`config.mk`:
```
export PLATFORM = sky130hd
export DESIGN_NAME = pushbtn_poller
export DESIGN_NICKNAME = d
export VERILOG_FILES = /design/src/rtl/pushbtn_poller.sv
export SDC_FILE = /design/constraint.sdc
export NUM_CORES = 1
export LEC_CHECK = 0
export ABC_AREA = 0
export BUFFER_PORTS_ARGS = -buffer_cell sky130_fd_sc_hd__buf_4
export CORE_MARGIN = 2
export CORE_UTILIZATION = 50
export DETAILED_ROUTE_END_ITERATION = 10
export PLACE_DENSITY = 0.74
export SLEW_MARGIN = 20
export SYNTH_ARGS = -nofsm -noshare
export SYNTH_HDL_FRONTEND = slang
export SYNTH_HIERARCHICAL = 1
export SYNTH_SLANG_ARGS = --single-unit
```
`constraint.sdc`:
```
create_clock -name clock -period 3.25 [get_ports clock]
set_input_delay 0.325 -clock clock [delete_from_list [all_inputs] [get_ports clock]]
set_output_delay 0.325 -clock clock [all_outputs]
set_load 0.05 [all_outputs]
```
`src/rtl/pushbtn_poller.sv`:
```
// Purpose : scan controller polling a bank of PushBtn devices over one shared
//           12-bit instruction bus; logs presses in a pending mask and an event FIFO.
// Latency : press visible on evt_valid/evt_index/pending one cycle after the capture edge.
// Backpressure: none toward the devices; a press arriving at a full FIFO with no pop
//           is dropped and flagged on the sticky overflow bit (pending is still set).
//
// Ports:
//   clock, reset        system clock (rising edge), async active-low reset
//   enable              1 = periodic scan rounds start every ScanPeriod cycles
//   btn_inst/btn_inst_en shared {opcode, imm} bus and one-hot per-device enable
//   btn_status          button_status from each device, sampled in CAPTURE
//   evt_valid/evt_index/evt_pop  event FIFO head and pop strobe
//   pending             per-device press-not-yet-popped mask
//   overflow/overflow_clr sticky drop flag and its clear

// Small event FIFO with registered head outputs.
// Latency: a push into an empty FIFO shows on head_vld/head_dat one cycle later.
// Backpressure: push ignored while full unless a pop happens in the same cycle.
module pushbtn_evt_fifo #(
  parameter int W  = 2,
  parameter int AW = 2
) (
  input  logic         clock,
  input  logic         reset,
  input  logic         push,
  input  logic [W-1:0] din,
  input  logic         pop,
  output logic         full,
  output logic         head_vld,
  output logic [W-1:0] head_dat
);

  localparam int Depth = 1 << AW;

  logic [AW:0]   wr_ptr, rd_ptr;
  logic [AW:0]   wr_nxt, rd_nxt;
  logic [W-1:0]  mem [Depth];
  logic          empty;
  logic          do_push, do_pop;
  logic [W-1:0]  head_nxt;

  // Extra pointer MSB distinguishes full from empty when the addresses match.
  assign empty   = (wr_ptr == rd_ptr);
  assign full    = (wr_ptr[AW] != rd_ptr[AW]) && (wr_ptr[AW-1:0] == rd_ptr[AW-1:0]);
  assign do_pop  = pop && !empty;
  assign do_push = push && (!full || do_pop);

  always_comb begin
    wr_nxt = wr_ptr + (AW+1)'(do_push);
    rd_nxt = rd_ptr + (AW+1)'(do_pop);
    // The new head is the incoming word only when it lands in the slot the
    // read pointer will point at (push into an empty FIFO).
    if (do_push && (wr_ptr[AW-1:0] == rd_nxt[AW-1:0])) begin
      head_nxt = din;
    end else begin
      head_nxt = mem[rd_nxt[AW-1:0]];
    end
  end

  always_ff @(posedge clock or negedge reset) begin
    if (!reset) begin
      wr_ptr   <= '0;
      rd_ptr   <= '0;
      head_vld <= 1'b0;
      head_dat <= '0;
    end else begin
      wr_ptr   <= wr_nxt;
      rd_ptr   <= rd_nxt;
      head_vld <= (wr_nxt != rd_nxt);
      head_dat <= head_nxt;
    end
  end

  // Storage needs no reset: the head registers mask stale contents.
  always_ff @(posedge clock) begin
    if (do_push) begin
      mem[wr_ptr[AW-1:0]] <= din;
    end
  end

endmodule

module pushbtn_poller #(
  parameter int         Count      = 4,
  parameter int         IdxWidth   = 2,
  parameter int         ScanPeriod = 16,
  parameter int         FifoAddrW  = 2,
  parameter logic [3:0] OpNop      = 4'h0,
  parameter logic [3:0] OpRbs      = 4'h1
) (
  input  logic                clock,
  input  logic                reset,
  input  logic                enable,
  output logic [11:0]         btn_inst,
  output logic [Count-1:0]    btn_inst_en,
  input  logic [Count-1:0]    btn_status,
  output logic                evt_valid,
  output logic [IdxWidth-1:0] evt_index,
  input  logic                evt_pop,
  output logic [Count-1:0]    pending,
  output logic                overflow,
  input  logic                overflow_clr
);

  localparam int TW = (ScanPeriod > 1) ? $clog2(ScanPeriod) : 1;
  localparam logic [TW-1:0]       LastTick = TW'(ScanPeriod - 1);
  localparam logic [IdxWidth-1:0] LastIdx  = IdxWidth'(Count - 1);

  typedef enum logic [1:0] {
    S_WAIT    = 2'd0,
    S_ISSUE   = 2'd1,
    S_CAPTURE = 2'd2
  } state_t;

  state_t              state, state_nxt;
  logic [IdxWidth-1:0] idx, idx_nxt;
  logic [TW-1:0]       timer;

  logic [11:0]         inst_nxt;
  logic [Count-1:0]    en_nxt;

  logic                sel_status;
  logic                capture;
  logic                pop_eff;
  logic                fifo_full;
  logic [Count-1:0]    pending_nxt;

  // ---------------------------------------------------------------- timer
  // Free-runs while enabled. With enable low it only returns to 0 once the
  // FSM is idle, so a round in flight is not disturbed.
  always_ff @(posedge clock or negedge reset) begin
    if (!reset) begin
      timer <= '0;
    end else if (enable) begin
      timer <= (timer == LastTick) ? '0 : timer + 1'b1;
    end else if (state == S_WAIT) begin
      timer <= '0;
    end
  end

  // ------------------------------------------------------ FSM: state reg
  always_ff @(posedge clock or negedge reset) begin
    if (!reset) begin
      state <= S_WAIT;
      idx   <= '0;
    end else begin
      state <= state_nxt;
      idx   <= idx_nxt;
    end
  end

  // ----------------------------------------------------- FSM: next state
  // enable is only consulted in WAIT, so dropping it mid-round lets the
  // round run to the last device before going quiet.
  always_comb begin
    state_nxt = state;
    idx_nxt   = idx;
    unique case (state)
      S_WAIT: begin
        if (enable && (timer == LastTick)) begin
          state_nxt = S_ISSUE;
          idx_nxt   = '0;
        end
      end
      S_ISSUE: begin
        state_nxt = S_CAPTURE;
      end
      S_CAPTURE: begin
        if (idx == LastIdx) begin
          state_nxt = S_WAIT;
        end else begin
          state_nxt = S_ISSUE;
          idx_nxt   = idx + 1'b1;
        end
      end
      default: begin
        state_nxt = S_WAIT;
        idx_nxt   = '0;
      end
    endcase
  end

  // --------------------------------------------------------- FSM: outputs
  // Bus values are computed from the next state and registered, so the bus
  // is aligned with the state the FSM is in during that cycle.
  always_comb begin
    inst_nxt = {OpNop, 8'h00};
    en_nxt   = '0;
    if (state_nxt == S_ISSUE) begin
      inst_nxt = {OpRbs, 8'h00};
      for (int i = 0; i < Count; i++) begin
        en_nxt[i] = (idx_nxt == IdxWidth'(i));
      end
    end
  end

  always_ff @(posedge clock or negedge reset) begin
    if (!reset) begin
      btn_inst    <= {OpNop, 8'h00};
      btn_inst_en <= '0;
    end else begin
      btn_inst    <= inst_nxt;
      btn_inst_en <= en_nxt;
    end
  end

  // ------------------------------------------------------- capture path
  always_comb begin
    sel_status = 1'b0;
    for (int i = 0; i < Count; i++) begin
      if (idx == IdxWidth'(i)) begin
        sel_status = btn_status[i];
      end
    end
  end

  assign capture = (state == S_CAPTURE) && sel_status;
  assign pop_eff = evt_pop && evt_valid;

  pushbtn_evt_fifo #(
    .W  (IdxWidth),
    .AW (FifoAddrW)
  ) u_evt_fifo (
    .clock    (clock),
    .reset    (reset),
    .push     (capture),
    .din      (idx),
    .pop      (pop_eff),
    .full     (fifo_full),
    .head_vld (evt_valid),
    .head_dat (evt_index)
  );

  // Clear-on-pop first, then set-on-capture, so a same-cycle set wins.
  always_comb begin
    pending_nxt = pending;
    if (pop_eff) begin
      for (int i = 0; i < Count; i++) begin
        if (evt_index == IdxWidth'(i)) begin
          pending_nxt[i] = 1'b0;
        end
      end
    end
    if (capture) begin
      for (int i = 0; i < Count; i++) begin
        if (idx == IdxWidth'(i)) begin
          pending_nxt[i] = 1'b1;
        end
      end
    end
  end

  always_ff @(posedge clock or negedge reset) begin
    if (!reset) begin
      pending  <= '0;
      overflow <= 1'b0;
    end else begin
      pending <= pending_nxt;
      // A pop in the same cycle frees a slot, so that push is not a drop.
      if (capture && fifo_full && !pop_eff) begin
        overflow <= 1'b1;
      end else if (overflow_clr) begin
        overflow <= 1'b0;
      end
    end
  end

endmodule

```
== Word level (Yosys, flattened, before mapping) ==
Memories as Yosys holds them, arrays and structs flattened. A register that Yosys moved wholly into a read port is not among the register bits.
Cells that the tools add are included.
Operators by class
  add/sub/neg operators: 4
  reduce and logical (&&, ||, !) cells: 19
  muxes and demuxes: 29
  eq/ne operators: 17
Operators with widths (count)
  $mux 4: 6
  $mux 1: 17
  $eq 2x2->1 const B: 7
  $pmux 2 s3: 2
  $eq 2x1->1 const B: 5
  $mux 9: 1
  $logic_and 1x1->1: 8
  $logic_not 2->1: 4
  $add 3x1->3: 2
  $mux 2: 3
  $add 4x1->4 const B: 1
  $eq 4x4->1 const B: 1
  $logic_not 1->1: 4
  $reduce_bool 2->1: 2
  $eq 3x3->1: 1
  $ne 3x3->1: 1
  $add 2x1->2 const B: 1
  $eq 2x2->1: 1
  $logic_or 1x1->1: 1
  $ne 1x1->1: 1
Word-level totals
  output and inout bits: 24
  bits of input ports: 9
  logic and storage cells: 80
  memories: 1
  bits in registers: 36
  memory bits (writable): 8
Memory list
  u_evt_fifo.mem: depth 4, bits a word 2, rd ports 1, clocked after memory_dff 1, wr ports 1, RTL line 37  | logic [W-1:0] mem [Depth];

== Longest topological paths before layout ==
  word-level depth: 9
  gate-level depth with buffers: 11
  gate-level depth less buffers: 10

== Hierarchy ==
The synthesis kept the hierarchy.
Modules (own cells, without submodules)
  pushbtn_poller: times used 1, seq. area each 450.4 µm², area an instance 955.9 µm², cells each 90
  pushbtn_evt_fifo: times used 1, seq. area each 465.4 µm², area an instance 777.0 µm², cells each 47

== Worst setup path after synthesis ==
No wires, ideal clock.
  path kind: flip-flop to flip-flop
  start: reg u_evt_fifo.head_vld
  end: reg u_evt_fifo.head_vld
  buffers on the path: 0
  library setup time: 131 ps
  path slack: 733 ps
  arrival time: 2386 ps
  required time: 3119 ps
  period minus slack after synthesis: 2517 ps
  cell stages (with the launch flop): 10
  path through: dfrtp_1 > nand2_1 > inv_1 > o41ai_4 > inv_1 > ha_1 > ha_1 > xor2_1 > xor2_1 > or3_1
Between the ends
  word-level cells in the longest chain between the ends: 6
  elaborated cells between the ends (all ways): 7
  those cells by class: 2 x add/sub; 1 x eq/ne; 4 x reduce/logical
RTL lines
  from (decl): RTL line 29  | output logic head_vld,
  from (signal assigned): RTL line 69  | head_vld <= (wr_nxt != rd_nxt);
  $logic_and 1x1->1: RTL line 218  | assign pop_eff = evt_pop && evt_valid;
  named net pop_eff: RTL line 124  | logic pop_eff;
  $logic_and 1x1->1: RTL line 45  | assign do_pop = pop && !empty;
  $logic_or 1x1->1: RTL line 46  | assign do_push = push && (!full || do_pop);
  $logic_and 1x1->1: RTL line 46
  $add 3x1->3: RTL line 49  | wr_nxt = wr_ptr + (AW+1)'(do_push);
  named net u_evt_fifo.wr_nxt[2]: RTL line 36  | logic [AW:0] wr_nxt, rd_nxt;
  $ne 3x3->1: RTL line 69
The timed path passes the listed nets, and every way through them passes these cells.
A chain may end at the register's enable or synchronous reset.

== Final worst setup path ==
  start: reg idx[0]
  end: reg u_evt_fifo.head_vld
Between the ends
  word-level cells in the longest chain between the ends: 9
  elaborated cells between the ends (all ways): 12
  those cells by class: 1 x add/sub; 4 x eq/ne; 4 x mux; 3 x reduce/logical
RTL lines
  from (decl): RTL line 116  | logic [IdxWidth-1:0] idx, idx_nxt;
  from (signal assigned): RTL line 148  | idx <= idx_nxt;
  $logic_not 2->1: RTL line 211  | if (idx == IdxWidth'(i)) begin
  $mux 1 (3 in series): RTL line 211
  $mux 1 (*): RTL line 211
  $logic_and 1x1->1 (*): RTL line 217  | assign capture = (state == S_CAPTURE) && sel_status;
  named net capture: RTL line 123  | logic capture;
  $logic_and 1x1->1 (*): RTL line 46
  $add 3x1->3 (*): RTL line 49
  named net u_evt_fifo.wr_nxt[2]: RTL line 36
  $ne 3x3->1 (*): RTL line 69
The timed path passes the listed nets; every way through them passes the cells marked *.

==> impl_metrics.yaml <==
floorplan:
  rows: 21
  core_area_um2: 3337
  start_util_pct: 51.93
  ios: 33
  die_height_um: 62.87
  dieArea_um2: 3953
  die_x_um: 62.87
yosys:
  ys_seq_area_share_pct: 52.85
  synth_cells: 137
  synth_area_leaders: "dfrtp_1 (39%), edfxtp_1 (14%), buf_4 (5.2%)"
  synth_edf_count: 8
  mappedNetlistArea_um2: 1733
  synth_top_cell_area_share_pct: 38.99
  ys_warn_count: 6
  synth_cell_type_count: 45
  synth_flop_cell: "dfrtp_1"
  async_flop_share_pct: 77.14
  yosysTopAreaCell: "dfrtp_1"
  syn_avg_cell_area_um2: 12.65
  synth_seq_cells: 35
cts:
  hold_buffers: 1
  cts.clk_slew.worst_paths_ns: 0.10
  post-cts-setup-buffer-count: 0
  numCtsBuffers: 5
  cts_tree: "yes"
  cts_resized: 0
  cts_buffer_depth: 2
  clock_latency_ns: 0.33
  htreeDepth: 2
  cts-root-buf: "clkbuf_4"
  cts.sinks: 35
worst_setup_path:
  crit_path_end_kind: "register"
  path_cells: "nand2_1 > o21ai_1 > nor2_1 > o41ai_4 > inv_1 > ha_1 > ha_1 > xor2_1 > xor2_1 > or3_1"
  arrival_ns: 2.92
  critPathRequiredTime_ns: 3.47
  crit_type: "register to register"
  critPathMaxStageDelay_ns: 0.70
  path_buf_inv: 1
  cp_slowest_cell: "dfrtp_1"
  start_kind: "register"
  crit_family: "flip-flops"
  crit_fanout: 15
pwr:
  seqPwrFrac_pct: 49.4
  combPwrFrac_pct: 30.7
  pwr_density_cell_nw_per_um2: 564.7
  irDropWorstVdd_mv: 0.2163
  clkPwrFrac_pct: 20.0
  swShare_pct: 35.39
  power_switching_w: 0.0003851
  cellLeakagePower_nw: 0.8462
  intPower_w: 0.0007030
min_path:
  hp-class: "input port to register"
route:
  vias_per_cell: 5.087
  routed_wl_um: 2800
  ant_nets: 0
  drt-pass1-iter-count: 4
  drt-initial-drc-count: 73
  wire_per_inst_um: 13.46
  vias: 1058
  remaining_drc_errors: 0
global_route:
  track_usage_pct: 16.50
  grt_pass1_vias: 1089
  grt_pass1_wl_um: 4954
  grt_start_max_net_pins: 28
  antenna_found_initial: 0
  overflow: 0
sta:
  slew_headroom_pct: 63.61
  fin_setup_tns_ns: 0
  finalCritPeriodShare_pct: 83.19
  max_freq_mhz: 369.9
  rsz0062_at_grt: "false"
  period_needed_ns: 2.704
  clock_skew_ns: 0.005338
  finalSetupViolations: 0
  hold_violations: 0
  worstMarginPinSlew_ns: 0.5458
  hold_ws_ns: 0.1722
  drv_slew: 0
run:
  max_cap_violations: 0
finish:
  stdcell_count: 208
  final_common_cell: "dfrtp_1"
  final_cell_mix: "dfrtp_1 (27), buf_4 (21), conb_1 (11), nand2_1 (10), edfxtp_1 (8)"
  final_util_pct: 57.74
  syn2layout_area_growth_pct: 11.19
  nets: 175
  final_area_um2: 1927
  antennaDiodeCount: 0
  final_layout_size_suffix_gt1_share_pct: 25.93
place:
  gp_congestion: 0.7585
  dp_hpwl_um: 2127
  place_area_um2: 1868
  portBuffers: 21
  dp_cells: 199
outcome:
  status: "complete, no violations"
## flip-flops by register name, summed over array words and instances (netlist names)
| register | count |
|---|---|
| u_evt_fifo/wr_ptr | 3 |
| state | 2 |
| timer | 4 |
| pending | 4 |
| btn_inst_en | 4 |
| btn_inst | 1 |
| overflow | 1 |
| u_evt_fifo/rd_ptr | 3 |
| u_evt_fifo/head_dat | 2 |
| idx | 2 |
| u_evt_fifo/head_vld | 1 |
| u_evt_fifo/mem | 8 |
## worst reg2reg max path, cell delays in order, from the launching register on
cell	delay (ns)
dfrtp_1	0.70
nand2_1	0.18
o21ai_1	0.27
nor2_1	0.13
o41ai_4	0.09
inv_1	0.14
ha_1	0.21
ha_1	0.19
xor2_1	0.18
xor2_1	0.16
or3_1	0.36
## Yosys cell counts, drive strengths merged (2+ instances only)
cell type  instances
o21ai              7
xor2               9
a21oi              7
nand2             10
nand2b             2
or3                2
nor3b              3
o41ai              2
nand3              2
edfxtp             8
inv                6
mux4               2
ha                 5
nor2               3
mux2               3
a22o               2
buf               15
nor2b              2
nor3               5
dfrtp             27
## final timing paths
check / start / endpoint / slack, ns / cells past startpoint
worst min register to register: u_evt_fifo/rd_ptr[2]$_DFF_PN0_ / u_evt_fifo/rd_ptr[2]$_DFF_PN0_ / 0.52 / 1
min in group asynchronous: reset / u_evt_fifo/wr_ptr[1]$_DFF_PN0_ / 0.43 / 2
max in group asynchronous: reset / state[0]$_DFF_PN0_ / 2.56 / 2
worst max-delay path: idx[0]$_DFF_PN0_ / u_evt_fifo/head_vld$_DFF_PN0_ / 0.55 / 10
worst min-delay path: overflow_clr / overflow$_DFFE_PN0P_ / 0.17 / 2
worst max register to register: idx[0]$_DFF_PN0_ / u_evt_fifo/head_vld$_DFF_PN0_ / 0.55 / 10
## per-layer routing
metal	vias up	global-route usage, %	routed length, um
li1	516	-	-
met2	29	28.06	1405
met1	507	18.51	1210
met3	6	5.766	127
met4	0	7.500	56
met5	-	0	0
## through the flow
step,setup WS (ns),power [W]
final,0.5462,0.001088
after global routing,0.3338,0.001163
after CTS,0.5467,0.001105
after detailed placement,0.5567,0.0008848
after global placement,0.6664,0.0008702
after floorplan,0.7328,0.0008121
## kinds of logic after synthesis
logic type | share of synthesized area, %
xor+xnor | 5.921
mux | 4.765
fa+ha+maj | 3.610
buf+inv | 8.086
other cells | 0.2164
simple gates | 12.13
flops | 52.85
compound gates | 12.42
## cell type report
type	instances	area, um^2
multi-input cells	91	714.4
well taps	46	57.56
clock buffers	8	48.80
fillers	272	1410
inverters	6	22.52
repair buffers	22	167.7
flip-flops and latches	35	915.9
## power by group through the flow
stage | sequential [W] | combinational (W) | clock, W
global route | 0.000544 | 0.000368 | 0.000251
global placement | 0.000542 | 0.000328 | 0
floorplan | 0.000574 | 0.000238 | 0
detailed placement | 0.000546 | 0.000339 | 0
CTS | 0.000537 | 0.000339 | 0.000229
finish | 0.000537 | 0.000334 | 0.000217
(Power assumes the default switching activity.)
